[config.mk]
export PLATFORM = sky130hd
export DESIGN_NAME = load_store_unit_flat
export DESIGN_NICKNAME = d
export VERILOG_FILES = /design/src/rtl/lsu_pkg.sv /design/src/rtl/lsu_if.sv /design/src/rtl/lsu_align.sv /design/src/rtl/load_store_unit.sv /design/src/flat_wrapper.sv
export SDC_FILE = /design/constraint.sdc
export NUM_CORES = 1
export LEC_CHECK = 0
export CORE_MARGIN = 5
export CORE_UTILIZATION = 38
export CTS_BUF_LIST = sky130_fd_sc_hd__clkbuf_2 sky130_fd_sc_hd__clkbuf_4 sky130_fd_sc_hd__clkbuf_8
export DETAILED_ROUTE_END_ITERATION = 8
export PLACE_DENSITY_LB_ADDON = 0.2
export SLEW_MARGIN = 30
export SYNTH_ARGS = -nofsm -noshare
export SYNTH_HDL_FRONTEND = slang
export SYNTH_SLANG_ARGS = --single-unit
[constraint.sdc]
create_clock -name clk -period 6.9 [get_ports clk]
set_clock_uncertainty 0.2 [all_clocks]
set_input_delay 1.38 -clock clk [delete_from_list [all_inputs] [get_ports clk]]
set_output_delay 1.38 -clock clk [all_outputs]
set_load 0.05 [all_outputs]
[src/rtl/lsu_pkg.sv]
// Shared types and helpers for the load/store unit.
//   lsu_state_t : FSM state encoding (IDLE, ACCESS, WAIT, RESP)
//   F3_*        : RV32I load/store funct3 encodings
//   is_legal    : funct3 legality for a load or a store
//   is_aligned  : natural alignment check for the access size in funct3
package lsu_pkg;

   typedef enum logic [1:0] {
      IDLE   = 2'd0,
      ACCESS = 2'd1,
      WAIT   = 2'd2,
      RESP   = 2'd3
   } lsu_state_t;

   localparam logic [2:0] F3_B  = 3'b000;
   localparam logic [2:0] F3_H  = 3'b001;
   localparam logic [2:0] F3_W  = 3'b010;
   localparam logic [2:0] F3_BU = 3'b100;
   localparam logic [2:0] F3_HU = 3'b101;

   // Unsigned variants exist only for loads.
   function automatic logic is_legal(input logic write, input logic [2:0] funct3);
      logic ok;
      case (funct3)
         F3_B, F3_H, F3_W: ok = 1'b1;
         F3_BU, F3_HU:     ok = ~write;
         default:          ok = 1'b0;
      endcase
      return ok;
   endfunction

   // funct3[1:0] carries the access size: 00 byte, 01 half, 10 word.
   function automatic logic is_aligned(input logic [2:0] funct3, input logic [1:0] off);
      logic ok;
      case (funct3[1:0])
         2'b01:   ok = ~off[0];
         2'b10:   ok = (off == 2'b00);
         default: ok = 1'b1;
      endcase
      return ok;
   endfunction

endpackage

[src/rtl/lsu_if.sv]
// Request/response handshake between control_unit and the load/store unit.
//   req_valid/req_ready       : request handshake
//   req_write/funct3/addr/wdata: request payload
//   resp_valid/rdata/error    : single-cycle completion pulse and result
// Modports: master = control_unit side, slave = load_store_unit side.
interface lsu_if #(
   parameter int ADDR_W = 32
) ();
   logic              req_valid;
   logic              req_ready;
   logic              req_write;
   logic [2:0]        req_funct3;
   logic [ADDR_W-1:0] req_addr;
   logic [31:0]       req_wdata;
   logic              resp_valid;
   logic [31:0]       resp_rdata;
   logic              resp_error;

   modport master (
      output req_valid, req_write, req_funct3, req_addr, req_wdata,
      input  req_ready, resp_valid, resp_rdata, resp_error
   );

   modport slave (
      input  req_valid, req_write, req_funct3, req_addr, req_wdata,
      output req_ready, resp_valid, resp_rdata, resp_error
   );
endinterface

[src/rtl/lsu_align.sv]
// Combinational lane handling for the load/store unit.
//   funct3_i, off_i : access type and byte offset within the word
//   st_data_i       : raw store data; st_data_o/st_mask_o are lane-replicated data and byte enables
//   ld_data_i       : raw RAM word; ld_data_o is the shifted, extended load result
module lsu_align
   import lsu_pkg::*;
(
   input  logic [2:0]  funct3_i,
   input  logic [1:0]  off_i,
   input  logic [31:0] st_data_i,
   output logic [31:0] st_data_o,
   output logic [3:0]  st_mask_o,
   input  logic [31:0] ld_data_i,
   output logic [31:0] ld_data_o
);

   logic [31:0] shifted_s;

   // Store lane replication and byte-enable generation.
   always_comb begin
      st_data_o = 32'd0;
      st_mask_o = 4'b0000;
      case (funct3_i[1:0])
         2'b00: begin
            st_data_o = {4{st_data_i[7:0]}};
            st_mask_o = 4'b0001 << off_i;
         end
         2'b01: begin
            st_data_o = {2{st_data_i[15:0]}};
            st_mask_o = 4'b0011 << off_i;
         end
         2'b10: begin
            st_data_o = st_data_i;
            st_mask_o = 4'b1111;
         end
         default: begin
            st_data_o = 32'd0;
            st_mask_o = 4'b0000;
         end
      endcase
   end

   // Load extraction: move the addressed byte/half to bit 0, then extend.
   always_comb begin
      shifted_s = ld_data_i >> {off_i, 3'b000};
      ld_data_o = 32'd0;
      case (funct3_i)
         F3_B:    ld_data_o = {{24{shifted_s[7]}}, shifted_s[7:0]};
         F3_H:    ld_data_o = {{16{shifted_s[15]}}, shifted_s[15:0]};
         F3_W:    ld_data_o = shifted_s;
         F3_BU:   ld_data_o = {24'd0, shifted_s[7:0]};
         F3_HU:   ld_data_o = {16'd0, shifted_s[15:0]};
         default: ld_data_o = 32'd0;
      endcase
   end

endmodule

[src/rtl/load_store_unit.sv]
// Memory-access stage: accepts one load/store, checks legality/alignment,
// drives a single-port synchronous RAM with one-cycle read latency and
// returns a one-cycle response pulse.
//   clk, rst_n      : clock, asynchronous active-low reset
//   bus (slave)     : request/response handshake with control_unit
//   mem_addr_o      : word-aligned RAM address
//   mem_wdata_o     : lane-replicated store data
//   mem_wmask_o     : byte write enables
//   mem_we_o/re_o   : registered write/read strobes
//   mem_rdata_i     : RAM read data, valid one cycle after mem_re_o
module load_store_unit
   import lsu_pkg::*;
#(
   parameter int ADDR_W = 32
) (
   input  logic              clk,
   input  logic              rst_n,
   lsu_if.slave              bus,
   output logic [ADDR_W-1:0] mem_addr_o,
   output logic [31:0]       mem_wdata_o,
   output logic [3:0]        mem_wmask_o,
   output logic              mem_we_o,
   output logic              mem_re_o,
   input  logic [31:0]       mem_rdata_i
);

   lsu_state_t        state_q;
   logic              write_q;
   logic [2:0]        funct3_q;
   logic [1:0]        off_q;
   logic [ADDR_W-1:0] mem_addr_q;
   logic [31:0]       mem_wdata_q;
   logic [3:0]        mem_wmask_q;
   logic              mem_we_q;
   logic              mem_re_q;
   logic              resp_valid_q;
   logic [31:0]       resp_rdata_q;
   logic              resp_error_q;

   logic [2:0]  a_funct3_s;
   logic [1:0]  a_off_s;
   logic [31:0] st_data_s;
   logic [3:0]  st_mask_s;
   logic [31:0] ld_data_s;
   logic        ok_s;

   // The single aligner serves the incoming request while idle (store
   // formatting at accept) and the captured request afterwards (load extraction).
   assign a_funct3_s = (state_q == IDLE) ? bus.req_funct3     : funct3_q;
   assign a_off_s    = (state_q == IDLE) ? bus.req_addr[1:0]  : off_q;
   assign ok_s       = is_legal(bus.req_write, bus.req_funct3)
                     & is_aligned(bus.req_funct3, bus.req_addr[1:0]);

   lsu_align u_align (
      .funct3_i  (a_funct3_s),
      .off_i     (a_off_s),
      .st_data_i (bus.req_wdata),
      .st_data_o (st_data_s),
      .st_mask_o (st_mask_s),
      .ld_data_i (mem_rdata_i),
      .ld_data_o (ld_data_s)
   );

   // Transaction FSM with registered strobes and response.
   always_ff @(posedge clk or negedge rst_n) begin
      if (!rst_n) begin
         state_q      <= IDLE;
         write_q      <= 1'b0;
         funct3_q     <= 3'd0;
         off_q        <= 2'd0;
         mem_addr_q   <= '0;
         mem_wdata_q  <= 32'd0;
         mem_wmask_q  <= 4'd0;
         mem_we_q     <= 1'b0;
         mem_re_q     <= 1'b0;
         resp_valid_q <= 1'b0;
         resp_rdata_q <= 32'd0;
         resp_error_q <= 1'b0;
      end else begin
         case (state_q)
            IDLE: begin
               if (bus.req_valid) begin
                  write_q  <= bus.req_write;
                  funct3_q <= bus.req_funct3;
                  off_q    <= bus.req_addr[1:0];
                  if (ok_s) begin
                     mem_addr_q <= {bus.req_addr[ADDR_W-1:2], 2'b00};
                     if (bus.req_write) begin
                        mem_wdata_q <= st_data_s;
                        mem_wmask_q <= st_mask_s;
                        mem_we_q    <= 1'b1;
                     end else begin
                        mem_wdata_q <= 32'd0;
                        mem_wmask_q <= 4'd0;
                        mem_re_q    <= 1'b1;
                     end
                     state_q <= ACCESS;
                  end else begin
                     // Bad requests skip memory entirely.
                     resp_valid_q <= 1'b1;
                     resp_error_q <= 1'b1;
                     resp_rdata_q <= 32'd0;
                     state_q      <= RESP;
                  end
               end else begin
                  state_q <= IDLE;
               end
            end
            ACCESS: begin
               mem_we_q <= 1'b0;
               mem_re_q <= 1'b0;
               if (write_q) begin
                  resp_valid_q <= 1'b1;
                  resp_error_q <= 1'b0;
                  resp_rdata_q <= 32'd0;
                  state_q      <= RESP;
               end else begin
                  state_q <= WAIT;
               end
            end
            WAIT: begin
               resp_valid_q <= 1'b1;
               resp_error_q <= 1'b0;
               resp_rdata_q <= ld_data_s;
               state_q      <= RESP;
            end
            RESP: begin
               resp_valid_q <= 1'b0;
               state_q      <= IDLE;
            end
            default: begin
               mem_we_q     <= 1'b0;
               mem_re_q     <= 1'b0;
               resp_valid_q <= 1'b0;
               state_q      <= IDLE;
            end
         endcase
      end
   end

   assign bus.req_ready  = (state_q == IDLE) && rst_n;
   assign bus.resp_valid = resp_valid_q;
   assign bus.resp_rdata = resp_rdata_q;
   assign bus.resp_error = resp_error_q;
   assign mem_addr_o     = mem_addr_q;
   assign mem_wdata_o    = mem_wdata_q;
   assign mem_wmask_o    = mem_wmask_q;
   assign mem_we_o       = mem_we_q;
   assign mem_re_o       = mem_re_q;

endmodule

[src/flat_wrapper.sv]
// flat-port wrapper written by rule: the top's interface ports become plain ports
module load_store_unit_flat import lsu_pkg::*;
#(
   parameter int ADDR_W = 32
)
  (clk, rst_n, mem_addr_o, mem_wdata_o, mem_wmask_o, mem_we_o, mem_re_o, mem_rdata_i, bus_req_valid, bus_req_write, bus_req_funct3, bus_req_addr, bus_req_wdata, bus_req_ready, bus_resp_valid, bus_resp_rdata, bus_resp_error);
  lsu_if #(.ADDR_W(ADDR_W)) bus_i ();
  input  logic clk;
  input  logic rst_n;
  output logic [ADDR_W-1:0] mem_addr_o;
  output logic [31:0] mem_wdata_o;
  output logic [3:0] mem_wmask_o;
  output logic mem_we_o;
  output logic mem_re_o;
  input  logic [31:0] mem_rdata_i;
  input wire logic [$bits(bus_i.req_valid)-1:0] bus_req_valid;
  input wire logic [$bits(bus_i.req_write)-1:0] bus_req_write;
  input wire logic [$bits(bus_i.req_funct3)-1:0] bus_req_funct3;
  input wire logic [$bits(bus_i.req_addr)-1:0] bus_req_addr;
  input wire logic [$bits(bus_i.req_wdata)-1:0] bus_req_wdata;
  output wire logic [$bits(bus_i.req_ready)-1:0] bus_req_ready;
  output wire logic [$bits(bus_i.resp_valid)-1:0] bus_resp_valid;
  output wire logic [$bits(bus_i.resp_rdata)-1:0] bus_resp_rdata;
  output wire logic [$bits(bus_i.resp_error)-1:0] bus_resp_error;
  assign bus_i.req_valid = bus_req_valid;
  assign bus_i.req_write = bus_req_write;
  assign bus_i.req_funct3 = bus_req_funct3;
  assign bus_i.req_addr = bus_req_addr;
  assign bus_i.req_wdata = bus_req_wdata;
  assign bus_req_ready = bus_i.req_ready;
  assign bus_resp_valid = bus_i.resp_valid;
  assign bus_resp_rdata = bus_i.resp_rdata;
  assign bus_resp_error = bus_i.resp_error;
  load_store_unit #(.ADDR_W(ADDR_W)) u_core (.clk(clk), .rst_n(rst_n), .bus(bus_i), .mem_addr_o(mem_addr_o), .mem_wdata_o(mem_wdata_o), .mem_wmask_o(mem_wmask_o), .mem_we_o(mem_we_o), .mem_re_o(mem_re_o), .mem_rdata_i(mem_rdata_i));
endmodule
==> Word-level counts from Yosys, hierarchy flattened <==
Index checks and enable logic that the tools add are counted.
{ "totals": {"regBits": 110, "inputBits": 103, "output_inout_bits": 105} }
{ "op_classes": {"reduce_logical": 16, "n_mux": 31, "n_shift": 3, "bitwise": 3, "n_eq_ne": 21} }
{ "op_table": {"columns": ["cell", "count"], "rows": [
  ["case mux 32 bit (3 select lines)", 2],
  ["case mux 32 bit (5 select lines)", 1],
  ["two-way mux 32 bit", 4],
  ["right shift 32 x 5 -> 32 bit", 1],
  ["equality test 3 bit, second input constant", 4],
  ["case mux 4 bit (3 select lines)", 1],
  ["AND reduction 4 bit", 3],
  ["two-way mux 1 bit", 11],
  ["equality test 2 bit, second input constant", 4],
  ["inequality test 2 bit, second input constant", 4],
  ["case mux 1 bit (2 select lines)", 4],
  ["case mux 2 bit (4 select lines)", 1],
  ["equality test 2 x 1 -> 1 bit, second input constant", 3],
  ["equality test 3 x 1 -> 1 bit, second input constant", 2],
  ["equality test 3 x 2 -> 1 bit, second input constant", 2],
  ["logical NOT 2 bit", 3],
  ["logical NOT 3 bit", 2],
  ["two-way mux 2 bit", 3],
  ["AND reduction 3 bit", 2],
  ["two-way mux 4 bit", 1],
  ["inequality test 2 x 1 -> 1 bit, second input constant", 2],
  ["case mux 1 bit (4 select lines)", 1],
  ["left shift 1 x 2 -> 4 bit, first input constant", 1],
  ["left shift 2 x 2 -> 4 bit, first input constant", 1],
  ["other kinds (10)", 11]
]} }

==> Logic depth before layout (Yosys ltp) <==
Gate-level depths: netlist (run 1).
{ "logic_depth": {"word_depth": 7, "mapped_depth": 11, "mapped_depth_nobuf": 7} }

==> Cells and area by module <==
Synthesis (run 1) repeated with hierarchy kept, for this count alone.
{ "unflattened": {"cells_unflattened": 582, "area_unflattened_um2": 5933.2} }
{ "by_module_without_submodules": {"columns": ["module", "area_per_inst_um2", "n_inst", "seq_area_each_um2", "cells_per_inst"], "rows": [
  ["load_store_unit", 4729.5, 1, 2752.6, 379],
  ["lsu_align", 1203.7, 1, 0.0, 203]
]} }

==> Worst setup path after synthesis (run 1) <==
No wires, ideal clock.
{ "synth_timing": {"path_type": "input-to-output", "from": "input rst_n", "to": "output bus_req_ready", "setup_slack_ns": 3.528, "t_arrival_ns": 1.792, "required_ns": 5.320, "n_path_buf": 0, "path_stages": 1, "path_cell_list": "and2_1"} }
{ "synth_via": {"elab_chain_len": 1} }
{ "synth_lines": {"columns": ["element", "line", "text"], "rows": [
  ["from (decl)", "flat_wrapper.sv:9", "input logic rst_n;"],
  ["logical AND 1 bit", "load_store_unit.sv:141", "assign bus.req_ready = (state_q == IDLE) && rst_n;"],
  ["to (decl)", "flat_wrapper.sv:21", "output wire logic [$bits(bus_i.req_ready)-1:0] bus_req_ready;"]
]} }
Every way passes these cells.

==> Final worst setup path (run 1) <==
Ends and elaborated chain as after synthesis.

==> flow_summary.toml, run 1 <==
[setup_path]
cp_cell_sequence = "buf_4 > and2_1 > clkdlybuf4s50_1"
start_kind = "primary input"
crit_type = "in -> out"
cp_top_family = "buffers and inverters"
r2r_start = "u_core.state_q[0]$_DFF_PN0_"
end_kind = "output port"
cp.arrival_ns = 2.87
critPathRequiredTime_ns = 5.32
cp_max_fo = 46
crit_buf_inv = 2
cp_slowest_stage_delay_ns = 0.80
crit_path_top_delay_cell = "clkdlybuf4s50_1"
startpoint = "rst_n"

[finish]
layout.cells.non_filler = 917
n_antenna_cell = 0
drive_gt1_share_pct = 10.5
fin_nets = 839
final_cell_mix = "204 x clkdlybuf4s50_1, 110 x dfrtp_1, 107 x nand2_1"
final_common_cell = "clkdlybuf4s50_1"
design_area_sq_um = 7930
nFillCells = 1289
area_delta_synth_final_pct = 42.8

[synthesis]
yosys_warnings = 0
synth_fa_ha_area_share_pct = 1.58
synth-simple-area-share_pct = 13.9
synth_area_sq_um = 5550
ys_seq_elements = 110
synth_edf_count = 0
avgSynthCellArea_sq_um = 10.3
synth_compound_area_share_pct = 20.8
async_flop_share_pct = 100
synthXorXnorAreaFrac_pct = 0.293
ys_seq_area_share_pct = 49.6
synth_cells = 538
synth-main-ff-cell = "dfrtp_1"
yosys.cell_types.count = 51
synthMuxAreaShare_pct = 10.3
synth_top_family_by_area = "compound AO/OA/AOI/OAI gates"

[clock_network]
clkLatencyLatePin_ns = 0.36
htree_levels = 3
clock_sinks = 110
clk_pin_slew_ns = 0.12
cts.path.max_buffers = 2
cts_root_buffer = "clkbuf_8"
cts_setup_buffers = 0
ctsHoldBuffers = 0
cts_resized = 0
cts_tree = "yes"
cts_buffers = 9

[sta]
hold_ws_ns = 0.290
min_period_ns = 4.45
grt_setup_unrepaired = "no"
hold_viol_final = 0
drv_slew = 0
fin_tns_setup_ns = 0
clock.fmax_mhz = 225
finalSetupViolCount = 0
fin_crit_sh_pct = 64.5
max_slew_margin_pct = 47.5
worst_pin_slew_ns = 0.772

[run]
cap_viol_max_count = 0

[place]
io_buffers = 205
gp_congestion = 0.836
place_inst = 902
hpwlAfterDp_mm = 13.2
place_area_sq_um = 7740

[drt]
top_layer_used = "met4"
dr.pass1.iters = 5
route.vias.total = 4966
drtAntennaViolNets = 0
met1_length_mm = 7.49
post_drt_wl_per_cell_um = 19.4
met3_length_mm = 1.63
via_per_inst = 5.42
first_iter_violations = 333
drc = 0
drt-total-wl_mm = 17.8
met2_length_mm = 8.51

[global_route]
grt_pass1_wl_mm = 27.0
overflow = 0
antenna_found_initial = 0
grt_start_max_net_pins = 67
first_global_vias = 4916
track_usage_pct = 20.1

[hold_path]
timing.hold.worst.start = "u_core.mem_wdata_o[16]$_DFFE_PN0P_"
hold_path.class = "reg -> reg"

[die]
dieWidth_um = 131
rows = 44
pin_count = 208
dieArea_sq_um = 17100
initial_core_util_pct = 38.5
dieHeight_um = 131
core_area_sq_um = 14400

[power]
vdd_drop_max_mv = 0.278
power_density_nw_per_um2 = 570
leakagePower_nw = 3.32
total_power_mw = 4.52

[outcome]
status = "finished clean"
[synth_stat cells (all sizes together), types with 3 or more instances]
| master | instances | share of area [%] |
|---|---|---|
| a22o | 10 | 1.6 |
| dfrtp | 110 | 50 |
| a21o | 8 | 1.1 |
| clkbuf | 18 | 1.2 |
| and2 | 3 | 0.34 |
| buf | 15 | 1.8 |
| o21ai | 36 | 3.2 |
| a21oi | 25 | 2.3 |
| inv | 7 | 0.47 |
| a211oi | 8 | 1.2 |
| a311oi | 15 | 3.7 |
| nand3 | 18 | 1.6 |
| nor2b | 6 | 0.68 |
| mux2i | 13 | 2.6 |
| nor2 | 32 | 2.3 |
| o2bb2ai | 15 | 2.4 |
| mux2 | 38 | 7.7 |
| nand2b | 6 | 0.68 |
| a22oi | 19 | 2.9 |
| ha | 7 | 1.6 |
| nand2 | 107 | 7.2 |
[area by class of cell]
type                            instances  area, sq um  area share (%)
Sequential cell                       110         2750            34.7
Multi-Input combinational cell        389         2630            33.2
Timing Repair Buffer                  212         2110            26.6
Tap cell                              184          230            2.90
Clock buffer                           10          138            1.74
Clock inverter                          5         42.5           0.537
Inverter                                7         26.3           0.331
[worst register-to-register path, delay by kind of cell, from the launching register on]
| family | cells | cell delay (ns) |
|---|---|---|
| buf+inv | 2 | 0.43 |
| flops | 1 | 0.42 |
| mux | 2 | 0.91 |
| compound gates | 3 | 0.99 |
| fa+ha+maj | 1 | 0.14 |
[metal layers]
layer / GRT usage [%] / vias up
met5: 0 / -
met4: 4.42 / 0
met3: 4.55 / 16
met2: 32.7 / 234
met1: 27.6 / 2406
li1: - / 2310
[flip-flops by register name, indices dropped and copies added (netlist names)]
name                   count
u_core.state_q             2
u_core.funct3_q            3
u_core.mem_we_o            1
u_core.bus.resp_valid      1
u_core.mem_wdata_o        32
u_core.bus.resp_rdata     32
u_core.off_q               2
u_core.bus.resp_error      1
u_core.mem_wmask_o         4
u_core.mem_addr_o         30
u_core.mem_re_o            1
u_core.write_q             1
[power breakdown]
part           switching, mW  internal [mW]
sequential             0.180          0.939
clock                  0.228          0.144
combinational           1.99           1.04
total                   2.40           2.12
[metrics by stage]
stage / setup WS [ns] / util, %
after CTS: 2.42 / 54.9
after detailed placement: 2.32 / 53.7
after global placement: 1.99 / 53.6
after floorplan: 3.53 / -
final: 2.45 / 55.0
after global routing: 2.33 / 55.0
[path summary, 6_finish.rpt]
path,end,slack [ns],cells past startpoint
worst max-delay path,bus_req_ready,2.45,3
worst min-delay path,u_core.mem_wdata_o[16]$_DFFE_PN0P_,0.29,2
worst max register to register,u_core.bus.resp_rdata[16]$_DFFE_PN0P_,3.66,8
worst min register to register,u_core.mem_wdata_o[16]$_DFFE_PN0P_,0.29,2
max in group asynchronous,u_core.bus.resp_rdata[26]$_DFFE_PN0P_,4.64,2
min in group asynchronous,u_core.mem_wdata_o[30]$_DFFE_PN0P_,0.79,1
[cells by family (layout without fill, tap and decap cells)]
family                     after synthesis  in the layout
and+or+nand+nor                        179            179
buffers and inverters                   40            234
DFF                                    110            110
AOI/OAI and AO/OA                      149            149
muxes                                   51             51
adders and majority gates                7              7
xor gates and xnor gates                 1              1
other                                    1              2
No activity file was read; power rests on OpenSTA's default activity.
==> run 2: changes to the inputs <==
- clock period: 6.9 -> 3.8 ns (I/O delays scaled with it)
==> run 2 against run 1 <==
Global-route usage is 0.27 points higher. Die area stayed put. Sequential cell count stayed put. Final cell count is 0.65% higher. Critical path depth is 1 higher. Setup slack worse by 1.8 ns. Critical endpoint unchanged. Combinational power is 85% higher. Count of clock-buffer cells in the layout is 3 higher. Via count is 0.38% lower. Utilization is 0.64 points higher. Hold slack worse by 0.025 ns. First-iteration DRC count is 16% higher.
==> flow_summary.toml, run 2 (synthesized netlist as in run 1, its figures left out) <==
[finish]
nFillCells = 1245
n_antenna_cell = 0
drive_gt1_share_pct = 11.0
area_delta_synth_final_pct = 44.5
fin_nets = 844
multiInputGateArea_sq_um = 2620
final_common_cell = "clkdlybuf4s50_1"
seq_area_sq_um = 2750
layout.cells.non_filler = 923
final_cell_mix = "204 x clkdlybuf4s50_1, 110 x dfrtp_1, 107 x nand2_1"

[clock_network]
clkLatencyLatePin_ns = 0.38
clk_pin_slew_ns = 0.10
cts_buffers = 9
clock_sinks = 110
htree_levels = 3
cts_tree = "yes"
cts_resized = 0
cts.path.max_buffers = 2
cts_root_buffer = "clkbuf_8"
cts_setup_buffers = 0
ctsHoldBuffers = 0

[power]
power_frac_comb_pct = 66.5
power.switching_mw = 4.36
p_int_mw = 4.05
vdd_drop_max_mv = 0.437
seq_power_share_pct = 24.0
power_density_nw_per_um2 = 1050
p_sw_share_pct = 51.9
clkPwrFrac_pct = 9.4
leakagePower_nw = 3.38

[drt]
drc = 0
drtAntennaViolNets = 0
dr.pass1.iters = 4
via_per_inst = 5.36
route.vias.total = 4947
drt-total-wl_mm = 17.8
post_drt_wl_per_cell_um = 19.3
first_iter_violations = 385

[place]
hpwlAfterDp_mm = 13.3
place_inst = 907
io_buffers = 205
gp_congestion = 0.844

[die]
pin_count = 208
rows = 44
dieWidth_um = 131
core_area_sq_um = 14400
initial_core_util_pct = 38.5
dieHeight_um = 131
dieArea_sq_um = 17100

[global_route]
first_global_vias = 5021
overflow = 0
grt_start_max_net_pins = 69
track_usage_pct = 20.4
grt_pass1_wl_mm = 26.9
antenna_found_initial = 0

[sta]
hold_viol_final = 0
min_period_ns = 3.16
fin_crit_sh_pct = 83.1
grt_setup_unrepaired = "no"
drv_slew = 0
max_slew_margin_pct = 45.6
worst_pin_slew_ns = 0.817
finalSetupViolCount = 0
clock.fmax_mhz = 317
fin_tns_setup_ns = 0

[setup_path]
cp.arrival_ns = 2.20
cp_top_family = "buffers and inverters"
startpoint = "u_core.state_q[0]$_DFF_PN0_"
critPathRequiredTime_ns = 2.84
crit_buf_inv = 2
crit_path_top_delay_cell = "clkdlybuf4s50_1"
cp_cell_sequence = "inv_1 > ha_1 > and2_1 > clkdlybuf4s50_1"
start_kind = "flop"
cp_max_fo = 7
cp_slowest_stage_delay_ns = 0.79
crit_type = "reg -> out"
r2r_start = "u_core.state_q[0]$_DFF_PN0_"
end_kind = "output port"

[run]
cap_viol_max_count = 0

[outcome]
status = "finished clean"

[hold_path]
hold_path.class = "in -> async"
run 2: metal layers:
| metal | GRT usage (%) | share of wire (%) |
|---|---|---|
| met1 | 27.1 | 43 |
| met2 | 32.7 | 46 |
| met3 | 4.11 | 8.5 |
| met4 | 8.05 | 2.2 |
| met5 | 0 | 0 |
run 2: final timing paths:
check | slack [ns] | cells after the start | end
worst min register to register | 0.28 | 2 | u_core.mem_wmask_o[3]$_DFFE_PN0P_
worst min-delay path | 0.26 | 2 | u_core.mem_re_o$_DFFE_PN0P_
min in group clk | 0.28 | 2 | u_core.mem_wmask_o[3]$_DFFE_PN0P_
worst max register to register | 0.77 | 8 | u_core.bus.resp_rdata[15]$_DFFE_PN0P_
max in group asynchronous | 1.88 | 3 | u_core.mem_addr_o[3]$_DFFE_PN0P_
worst max-delay path | 0.64 | 4 | bus_req_ready
run 2: stage by stage:
stage,total power [mW],worst slack [ns],cell area [sq um],hold WS [ns],utilization [%]
finish,8.41,0.642,8020,0.265,55.6
global route,8.88,0.441,8020,0.318,55.6
CTS,8.47,0.605,8020,0.266,55.6
detailed placement,7.67,0.265,7790,0.255,54.0
global placement,7.57,0.373,7790,0.256,54.0
floorplan,5.85,1.14,5560,0.264,-
run 2: worst reg2reg max path, cell delays in order, from the launching register on:
cell and delay [ns]:
dfrtp_1 0.41, inv_1 0.10, ha_1 0.33, buf_4 0.27, mux2_2 0.53, nor2_2 0.49
a21oi_1 0.27, a22oi_1 0.25, o2bb2ai_1 0.08
run 2: power groups by stage:
| stage | sequential (mW) | clock (mW) | combinational [mW] |
|---|---|---|---|
| after global routing | 2.08 | 0.856 | 5.94 |
| final | 2.02 | 0.793 | 5.60 |
| after detailed placement | 2.05 | 0 | 5.62 |
| after floorplan | 3.65 | 0 | 2.21 |
| after CTS | 2.03 | 0.816 | 5.63 |
| after global placement | 2.03 | 0 | 5.54 |
run 2: cell type report:
class	count	area share, %
Clock buffer	13	2.23
Clock inverter	3	0.593
Inverter	7	0.328
Multi-Input combinational cell	389	32.7
Sequential cell	110	34.3
Tap cell	184	2.87
Timing Repair Buffer	217	27.0
